## src/rtl/clk_div_prog.sv

```systemverilog
// clk_div_prog
//   Multi-channel programmable clock divider. Every channel produces a
//   registered 50%-duty square wave (clk_out) and a one-cycle strobe (tick)
//   on each 0->1 edge of clk_out. Both are meant to be used as enables in
//   the clk domain. Each channel's half-period can be reprogrammed at run
//   time. A new value is held pending and loaded only at the high->low
//   toggle, or on the next cycle if the channel is disabled. Because of
//   this, no period ever mixes old and new phase lengths.
//
// Ports
//   clk        system clock
//   rst        synchronous, active-high reset
//   en         per-channel run enable
//   cfg_valid  configuration write request
//   cfg_ready  write accepted when cfg_valid && cfg_ready (combinational)
//   cfg_ch     target channel of the write
//   cfg_half   new half-period in clk cycles (0 is treated as 1)
//   cfg_err    one-cycle pulse after a write to a channel index >= CHANNELS
//   clk_out    divided square wave per channel
//   tick       one-cycle strobe per channel on each rising clk_out edge
module clk_div_prog #(
    parameter  int CHANNELS     = 4,
    parameter  int CNT_W        = 24,
    parameter  int DEFAULT_HALF = 50000,
    localparam int CH_W         = (CHANNELS > 1) ? $clog2(CHANNELS) : 1
) (
    input  logic                clk,
    input  logic                rst,
    input  logic [CHANNELS-1:0] en,
    input  logic                cfg_valid,
    output logic                cfg_ready,
    input  logic [CH_W-1:0]     cfg_ch,
    input  logic [CNT_W-1:0]    cfg_half,
    output logic                cfg_err,
    output logic [CHANNELS-1:0] clk_out,
    output logic [CHANNELS-1:0] tick
);

    localparam logic [CNT_W-1:0] HALF_RST =
        (DEFAULT_HALF < 1) ? CNT_W'(1) : CNT_W'(DEFAULT_HALF);

    logic [CNT_W-1:0]    cnt      [CHANNELS];
    logic [CNT_W-1:0]    half     [CHANNELS];
    logic [CNT_W-1:0]    pend_val [CHANNELS];
    logic [CHANNELS-1:0] pend;

    logic [CHANNELS-1:0] wr;
    logic                ch_hit;
    logic                accept;
    logic [CNT_W-1:0]    half_c;

    // Channel decode. An index that matches no channel keeps cfg_ready high,
    // so writes to a nonexistent channel are consumed and flagged, not stalled.
    always_comb begin
        cfg_ready = 1'b1;
        ch_hit    = 1'b0;
        for (int i = 0; i < CHANNELS; i++) begin
            if (cfg_ch == CH_W'(i)) begin
                cfg_ready = !pend[i];
                ch_hit    = 1'b1;
            end
        end
    end

    assign accept = cfg_valid && cfg_ready;
    assign half_c = (cfg_half == '0) ? CNT_W'(1) : cfg_half;

    always_comb begin
        wr = '0;
        for (int i = 0; i < CHANNELS; i++) begin
            wr[i] = accept && (cfg_ch == CH_W'(i));
        end
    end

    always_ff @(posedge clk) begin
        if (rst) begin
            cfg_err <= 1'b0;
        end else begin
            cfg_err <= accept && !ch_hit;
        end
    end

    always_ff @(posedge clk) begin
        if (rst) begin
            for (int i = 0; i < CHANNELS; i++) begin
                cnt[i]      <= '0;
                half[i]     <= HALF_RST;
                pend_val[i] <= HALF_RST;
                pend[i]     <= 1'b0;
                clk_out[i]  <= 1'b0;
                tick[i]     <= 1'b0;
            end
        end else begin
            for (int i = 0; i < CHANNELS; i++) begin
                tick[i] <= 1'b0;
                if (!en[i]) begin
                    cnt[i]     <= '0;
                    clk_out[i] <= 1'b0;
                    if (pend[i]) begin
                        half[i] <= pend_val[i];
                        pend[i] <= 1'b0;
                    end
                end else if (cnt[i] == half[i] - CNT_W'(1)) begin
                    cnt[i]     <= '0;
                    clk_out[i] <= ~clk_out[i];
                    tick[i]    <= ~clk_out[i];
                    // Only the high->low toggle closes a full period.
                    if (clk_out[i] && pend[i]) begin
                        half[i] <= pend_val[i];
                        pend[i] <= 1'b0;
                    end
                end else begin
                    cnt[i] <= cnt[i] + CNT_W'(1);
                end
                // A write is only accepted while pend is clear, so it never
                // collides with the load above. A write that arrives on a
                // boundary therefore waits for the next boundary.
                if (wr[i]) begin
                    pend_val[i] <= half_c;
                    pend[i]     <= 1'b1;
                end
            end
        end
    end

endmodule
```

## config.mk

```make
export PLATFORM = sky130hd
export DESIGN_NAME = clk_div_prog
export DESIGN_NICKNAME = d
export VERILOG_FILES = /design/src/rtl/clk_div_prog.sv
export SDC_FILE = /design/constraint.sdc
export NUM_CORES = 1
export LEC_CHECK = 0
export CORE_UTILIZATION = 35
export CTS_CLUSTER_DIAMETER = 50
export DETAILED_ROUTE_END_ITERATION = 7
export GPL_TIMING_DRIVEN = 0
export PLACE_DENSITY = 0.62
export SYNTH_ARGS = -nofsm -noshare
export SYNTH_HDL_FRONTEND = slang
export SYNTH_SLANG_ARGS = --single-unit
```

## constraint.sdc

```tcl
create_clock -name clk -period 5.3 [get_ports clk]
set_clock_uncertainty 0.05 [all_clocks]
set_input_delay 1.06 -clock clk [delete_from_list [all_inputs] [get_ports clk]]
set_output_delay 1.06 -clock clk [all_outputs]
set_load 0.05 [all_outputs]
```

==> run summary, run 1 <==
During synthesis, Yosys emitted a total of 0 warnings. The remaining design rule violation count was 0; the final core utilization was 41.36%. The placeable core region came out at 47650 um2.

Timing analysis after detailed placement gives a worst setup slack of 0.5292 ns. Summed over all failing endpoints, the final setup total negative slack is 0 ns. The fraction of synthesized cell area taken by the top area cell type was 51.28%. The commonest cells after synthesis are 288 x edfxtp_1, 114 x nor2_1, 108 x xnor2_1. The ratio of cells with drive above 1 in the final layout came out at 7.196%. The vias after detailed routing is 12420, and the share of the cycle needed by the critical path after routing is 89.69%. The number of clock sinks was 301; the die height was 221.5 um.

IR analysis of the VDD net gives a maximum drop of 0.2594 mV. STA puts the critical path data required time at 5.39 ns. The flow ran to the end, and the final reports show no timing, DRC or antenna violations.

Once routing completed, OpenROAD measured the worst setup slack at 0.5466 ns. The cell area after layout was 19710 um2; the remaining max-slew budget at the tightest pin was 24.69%. Gates resized during post-CTS repair numbered 0.

The synthesized flop and latch total works out to 301. The run gives 5.792 mW as the total power of the final layout. The actual slew at the worst max-slew pin is 1.119 ns. Of the synthesized area, sequential elements account for 52.83%. The maximum buffer depth of the clock tree was 3.

The tools report the level count of the clock H-tree as 2. The time the final worst path needs with I/O delays and setup was 4.753 ns. For this configuration, the core starts out at a cell density of 35.39%.

The initial antenna violation count is 4, and the horizontal extent of the die is 221.5 um. The number of slew-limit violations in the final report is 0. The run gives 0 as the overflow left after global routing.

For the clock network latency to the later pin of the worst-skew pair, the log shows 0.55 ns. By area the synthesized netlist is led by edfxtp_1 51%, xnor2_1 5.6%, xor2_1 4.7%, nor3_1 3.1%, and2_1 3.0%. The most common cell in the synthesized netlist is edfxtp_1. The logs give 2366 for the final cell count without fillers and 869 for the initial DRC count. TritonCTS built the clock tree. The number of setup buffers added after CTS is 0. The HPWL after detailed placement is 29180 um. The average instance in the mapped netlist occupies 10.92 um2.

From synthesis to final layout, the design area changed by 16.86%. The logs give 0 for the count of antenna-violating nets left after detailed routing and 39250 um for the detailed-route wire length. The tools report the kind of start point of the critical path as a flop. The clock root buffer is clkbuf_16. TritonCTS created 37 clock buffers. During I/O placement, the number of pins put on the boundary was 43. The floorplan has 80 rows.

The largest net degree at the start of global routing is 25, and the number of maximum-capacitance constraint violations is 0. The wire length per cell after detailed routing is 16.59 um, and the die area is 49060 um2. For the cts-stage hold buffer count, the log shows 0.

The congestion estimate from routability-driven global placement came to 0.8442. The logs give 0 for the final setup violation count and 1544 for the number of standard cells after synthesis. In this run, placement finished with an instance count of 2299. Hold is met by 0.4428 ns.

In this run the cell area measured after placement is 18480 um2. The analysis attributes to cell leakage a power of 6.429 nW. The min-delay analysis places its worst path in the category flop to flop. Total inserted antenna cells: 0. Summed over all instances, the cell type with the most area after synthesis is edfxtp_1. Global routing used 16.10% of the available tracks across all layers. The net count of the finished layout is 1764.

The first global-routing pass estimated 63200 um of wire. Power spread over the standard cell area amounts to 293.9 nW/um2. In this run the worst path has a maximum fanout of 24. Setup repair after global routing left no endpoint under its margin. For this run, the top clock speed supported by timing is 0.2104 GHz. Port buffering added 42 buffers.

The worst reg2reg path depth came out at 7. STA puts the critical path data arrival time at 4.85 ns. Counting flops with an async set or reset pin after synthesis yields a share of 0%. Synthesis instantiated 84 different standard cells from the library. In this run, synthesis inferred 288 flip-flops with an integrated enable. The first-pass detailed-route iteration total was 5; the number of vias per cell was 5.250.

The worst setup path is captured at a flop. The final hold violation count came out at 0. The hold path depth was 1.

Summing every instance area after synthesis gives 16860 um2. The register clock-pin slew on the reported worst setup and hold paths works out to 0.06 ns. By startpoint and endpoint, the worst setup path is classified as flop to flop. For the number of global-route vias before repair, the log shows 12010. For this run, the leading register cell type out of synthesis is edfxtp_1.
[metal layers]
metal  share of wire, %  vias up  routed length (um)  GRT usage, %
li1                   -     6031                   -             -
met1                 46     6003               18180         22.39
met2                 46      320               17880         25.43
met3                5.4       67                2105         2.266
met4                2.7        0                1079         6.138
met5                  0        -                   0             0
[placed cells by master, fill, tap and decap left out, types with 13 or more instances in the layout]
cell type and count:
a211o_1 13, a21oi_1 31, and2_1 81, and3_1 37, and4_1 17, clkbuf_1 58, clkbuf_16 39, clkdlybuf4s50_1 42
conb_1 97, dfxtp_1 13, edfxtp_1 288, inv_1 35, nand2_1 101, nand2b_1 30, nand3_1 60, nand4_1 28
nor2_1 114, nor2b_1 13, nor3_1 106, nor4_1 35, nor4b_1 15, o21ai_0 18, or3_1 33, or4_1 26
xnor2_1 108, xor2_1 90
[layout make-up]
cell class                 count  area (um2)
tap                          615       769.5
inverter                      35       131.4
sequential                   301        8909
clock inverter                22       216.5
buffer                        71       316.6
multi-input combinational   1232        7891
clock buffer                  45        1008
timing repair buffer          45       465.4
fill                        4636       27940
[final timing paths]
check                 startpoint         end  slack [ns]
hold reg to reg   pend_val[2][9]  half[2][9]        0.44
setup reg to reg      half[1][5]  half[1][6]        0.55
setup / recovery      half[1][5]  half[1][6]        0.55
hold / removal    pend_val[2][9]  half[2][9]        0.44
[state kept, by name, summed over array words and instances, names as in the netlist]
signal	count
cnt	96
half	96
pend_val	96
clk_out	4
pend	4
tick	4
cfg_err	1
[critical path: stages (launching register included)]
cell and delay, ns:
edfxtp_1 0.51, nor4_1 0.95, nand4_1 0.35, and2_1 0.29, o41ai_1 0.50, o211ai_1 0.28, nor3_4 0.43, a311o_1 0.99
[cells by family after synthesis]
kind of cell / Yosys count / synth area share, %
and+or+nand+nor: 764 / 26.17
DFF: 301 / 52.83
xor gates and xnor gates: 198 / 10.28
AOI/OAI and AO/OA: 154 / 6.670
buffers and inverters: 106 / 2.656
muxes: 11 / 0.7568
adders and majority gates: 8 / 0.5936
other: 2 / 0.04453
[power breakdown]
part,total [mW],switching (mW),internal [mW]
clock,2.53,1.01,1.52
combinational,0.444,0.270,0.174
sequential,2.82,0.0962,2.72
total,5.79,1.38,4.41
Power figures use the tool's default switching activity.
==> run 2: changes to the inputs <==
--- a/config.mk
+++ b/config.mk
@@ -10,6 +10,7 @@
 export DETAILED_ROUTE_END_ITERATION = 7
 export GPL_TIMING_DRIVEN = 0
 export PLACE_DENSITY = 0.62
+export SKIP_CTS_REPAIR_TIMING = 1
 export SYNTH_ARGS = -nofsm -noshare
 export SYNTH_HDL_FRONTEND = slang
 export SYNTH_SLANG_ARGS = --single-unit
==> results of run 2 <==
No change in the layout: final DEF, timing and power equal those of run 1.
==> run 3: changes to the inputs <==
--- a/config.mk
+++ b/config.mk
@@ -8,8 +8,9 @@
 export CORE_UTILIZATION = 35
 export CTS_CLUSTER_DIAMETER = 50
 export DETAILED_ROUTE_END_ITERATION = 7
+export DONT_BUFFER_PORTS = 1
 export GPL_TIMING_DRIVEN = 0
-export PLACE_DENSITY = 0.62
+export PLACE_DENSITY = 0.61
 export SKIP_CTS_REPAIR_TIMING = 1
 export SYNTH_ARGS = -nofsm -noshare
 export SYNTH_HDL_FRONTEND = slang
==> run summary, run 3 (synthesized netlist as in run 1, its figures left out) <==
Leading cell types in the layout, fill and taps excluded: 288 x edfxtp_1, 114 x nor2_1, 108 x xnor2_1 (unchanged). The ratio of cells with drive above 1 in the final layout is 7.818% (was 7.196%), and the number of vias per cell is 5.243 (was 5.250). The tools report the remaining max-slew budget at the tightest pin as 26.77% (was 24.69%). Class of the tightest hold or removal check: flop to flop (unchanged). The time the final worst path needs with I/O delays and setup is 4.645 ns (was 4.753 ns). Setup repair after global routing left no endpoint under its margin. The flop-to-flop setup slack is 0.65 ns (was 0.55 ns), and the register clock-pin slew on the reported worst setup and hold paths is 0.05 ns (was 0.06 ns).

The logs give 47650 um2 (unchanged) for the placeable core region and 12090 (was 12010) for the number of global-route vias before repair. The site row count is 80 (unchanged), and the die area is 49060 um2 (unchanged). The flow ran to the end, and the final reports show no timing, DRC or antenna violations. The level count of the clock H-tree was 2 (unchanged); the growth of design area from synthesis to finish was 14.47% (was 16.86%). The number of slew-limit violations in the final report is 0 (unchanged), and the power density over the cells is 296.6 nW/um2 (was 293.9 nW/um2).

The clock buffer count from CTS was 41 (was 37). The hold path endpoint was half[1][9] (was half[2][9]). The run gives 6.276 nW (was 6.429 nW) as the standby leakage power. TritonCTS built the clock tree. The tools report the overflow left after global routing as 0 (unchanged). The logs give 0 (unchanged) for the number of maximum-capacitance constraint violations and 4609 (was 4636) for the number of inserted filler cells in the final layout. The final hold violation count is 0 (unchanged), and the final worst setup slack is 0.6549 ns (was 0.5466 ns). For the first-pass detailed-route iteration total, the log shows 7 (was 5). The clock network latency to the later pin of the worst-skew pair was 0.55 ns (about the same). The tools report the clock root buffer as clkbuf_16 (unchanged).

The weighted congestion reported at the end of routability-driven placement came out at 0.8374 (was 0.8442). The most common cell after layout, fill and taps aside is edfxtp_1 (unchanged). The tools report the endpoint type of the worst setup path as a flop (unchanged). The startpoint of the worst-slack reg-to-reg timing path was half[2][0] (was half[1][5]).

The run gives 0 (unchanged) as the count of antenna-violating nets left after detailed routing. The hold path depth came out at 1 (unchanged). The actual slew at the worst max-slew pin was 1.095 ns (was 1.119 ns); the final setup violation count was 0 (unchanged). Largest registers in the final layout: cnt (96), half (96), pend_val (96) (unchanged).

The tools report the total routing usage reported by global routing as 16.35% (was 16.10%). The timing-limited maximum frequency came out at 0.2153 GHz (was 0.2104 GHz). The run gives 35.39% (unchanged) as the effective utilization at floorplan. The run gives 0 (unchanged) as the remaining design rule violation count.

Number of clock sinks: 301 (unchanged). Horizontal extent of the die: 221.5 um (unchanged). For the wire length of the first global-routing pass, the log shows 63940 um (was 63200 um). The reg-to-reg critical path endpoint is half[2][13] (was half[1][6]).

The worst reg2reg path depth works out to 12 (was 7). The die height is 221.5 um (unchanged). The net count of the finished layout is 1726 (was 1764), and the detailed-route wire length is 39440 um (was 39250 um). Initial antenna violation count: 4 (unchanged). The run gives 0.2537 mV (was 0.2594 mV) as the maximum ir drop on the vdd rail. The vias after detailed routing came out at 12220 (was 12420). The number of buffers inserted by port buffering was 0 (was 42); the largest net degree at the start of global routing was 25 (unchanged). Estimated wirelength of the detail-placed design: 29420 um (was 29180 um). The logs give 3 (unchanged) for the maximum buffer depth of the clock tree and 0.6590 ns (was 0.5292 ns) for the worst setup slack after placement. The share of the cycle needed by the critical path after routing came out at 87.64% (was 89.69%). The wire length per cell after detailed routing came out at 16.92 um (was 16.59 um). The startpoint of the lowest-slack hold path is pend_val[1][9] (was pend_val[2][9]).

Critical path start-end classification: flop to flop (unchanged). The kind of start point of the critical path is a flop (unchanged). The data arrival time of the critical path was 4.84 ns (was 4.85 ns). The final core utilization is 40.51% (was 41.36%).

Total I/O pin count: 43 (unchanged). The highest fanout seen on the critical path is 13 (was 24). Data required time of the worst path: 5.50 ns (was 5.39 ns). The initial DRC count is 764 (was 869).
## run 3: report_power, final
part           total, mW  switching [mW]  internal, mW  leakage [nW]
registers           2.82          0.0976          2.72          2.95
logic              0.391           0.239         0.152          2.72
clock network       2.52            1.06          1.46         0.604
## run 3: stage by stage
stage               cell area [um2]  power (mW)  cells  hold slack [ns]  setup TNS (ns)
global route                  19300       5.946   2329           0.4733               0
finish                        19300       5.726   2330           0.4516               0
global placement              17990       3.238   2254           0.4355          -49.11
CTS                           19290       5.796   2329           0.4564               0
floorplan                     17220       3.139   1639           0.4116               0
detailed placement            18060       3.255   2257           0.4394               0
## run 3: final cells by class
type                       instances  area, um2  share of cell area [%]
timing repair buffer               3      45.04                  0.2333
multi-input combinational       1232       7891                   40.88
inverter                          35      131.4                  0.6806
tap                              615      769.5                   3.986
buffer                            71      316.6                   1.640
sequential                       301       8909                   46.15
clock buffer                      48       1062                   5.503
clock inverter                    24      176.4                  0.9139
antenna                            1      2.502                 0.01296
## run 3: worst max path at each step
stage               startpoint           to  slack, ns  cells past startpoint
floorplan           half[0][0]   half[0][0]     0.0007                     11
global placement    half[0][0]   half[0][6]      -1.08                     11
detailed placement  half[2][0]  half[2][22]       0.66                     12
CTS                 half[2][0]  half[2][12]       0.65                     12
global route        half[1][5]  half[1][23]       0.33                      7
finish              half[2][0]  half[2][13]       0.65                     12
## run 3: critical path, cell delays in order (launching register included)
cell      delay, ns
edfxtp_1       0.47
inv_1          0.10
ha_1           0.22
or4b_2         0.59
clkbuf_1       0.25
or4b_2         0.68
a211o_1        0.30
nand2_1        0.10
and3_1         0.20
a41oi_2        0.25
clkbuf_1       0.31
o21ai_2        0.60
buf_8          0.24
## run 3: routing by layer
metal  share of wire (%)  GRT usage [%]  wire, um  up-vias
li1                    -              -         -     5961
met1                  45          21.54     17810     5892
met2                  46          26.32     17970      290
met3                 6.6          3.936      2584       73
met4                 2.7          5.556      1072        0
met5                   0              0         0        -
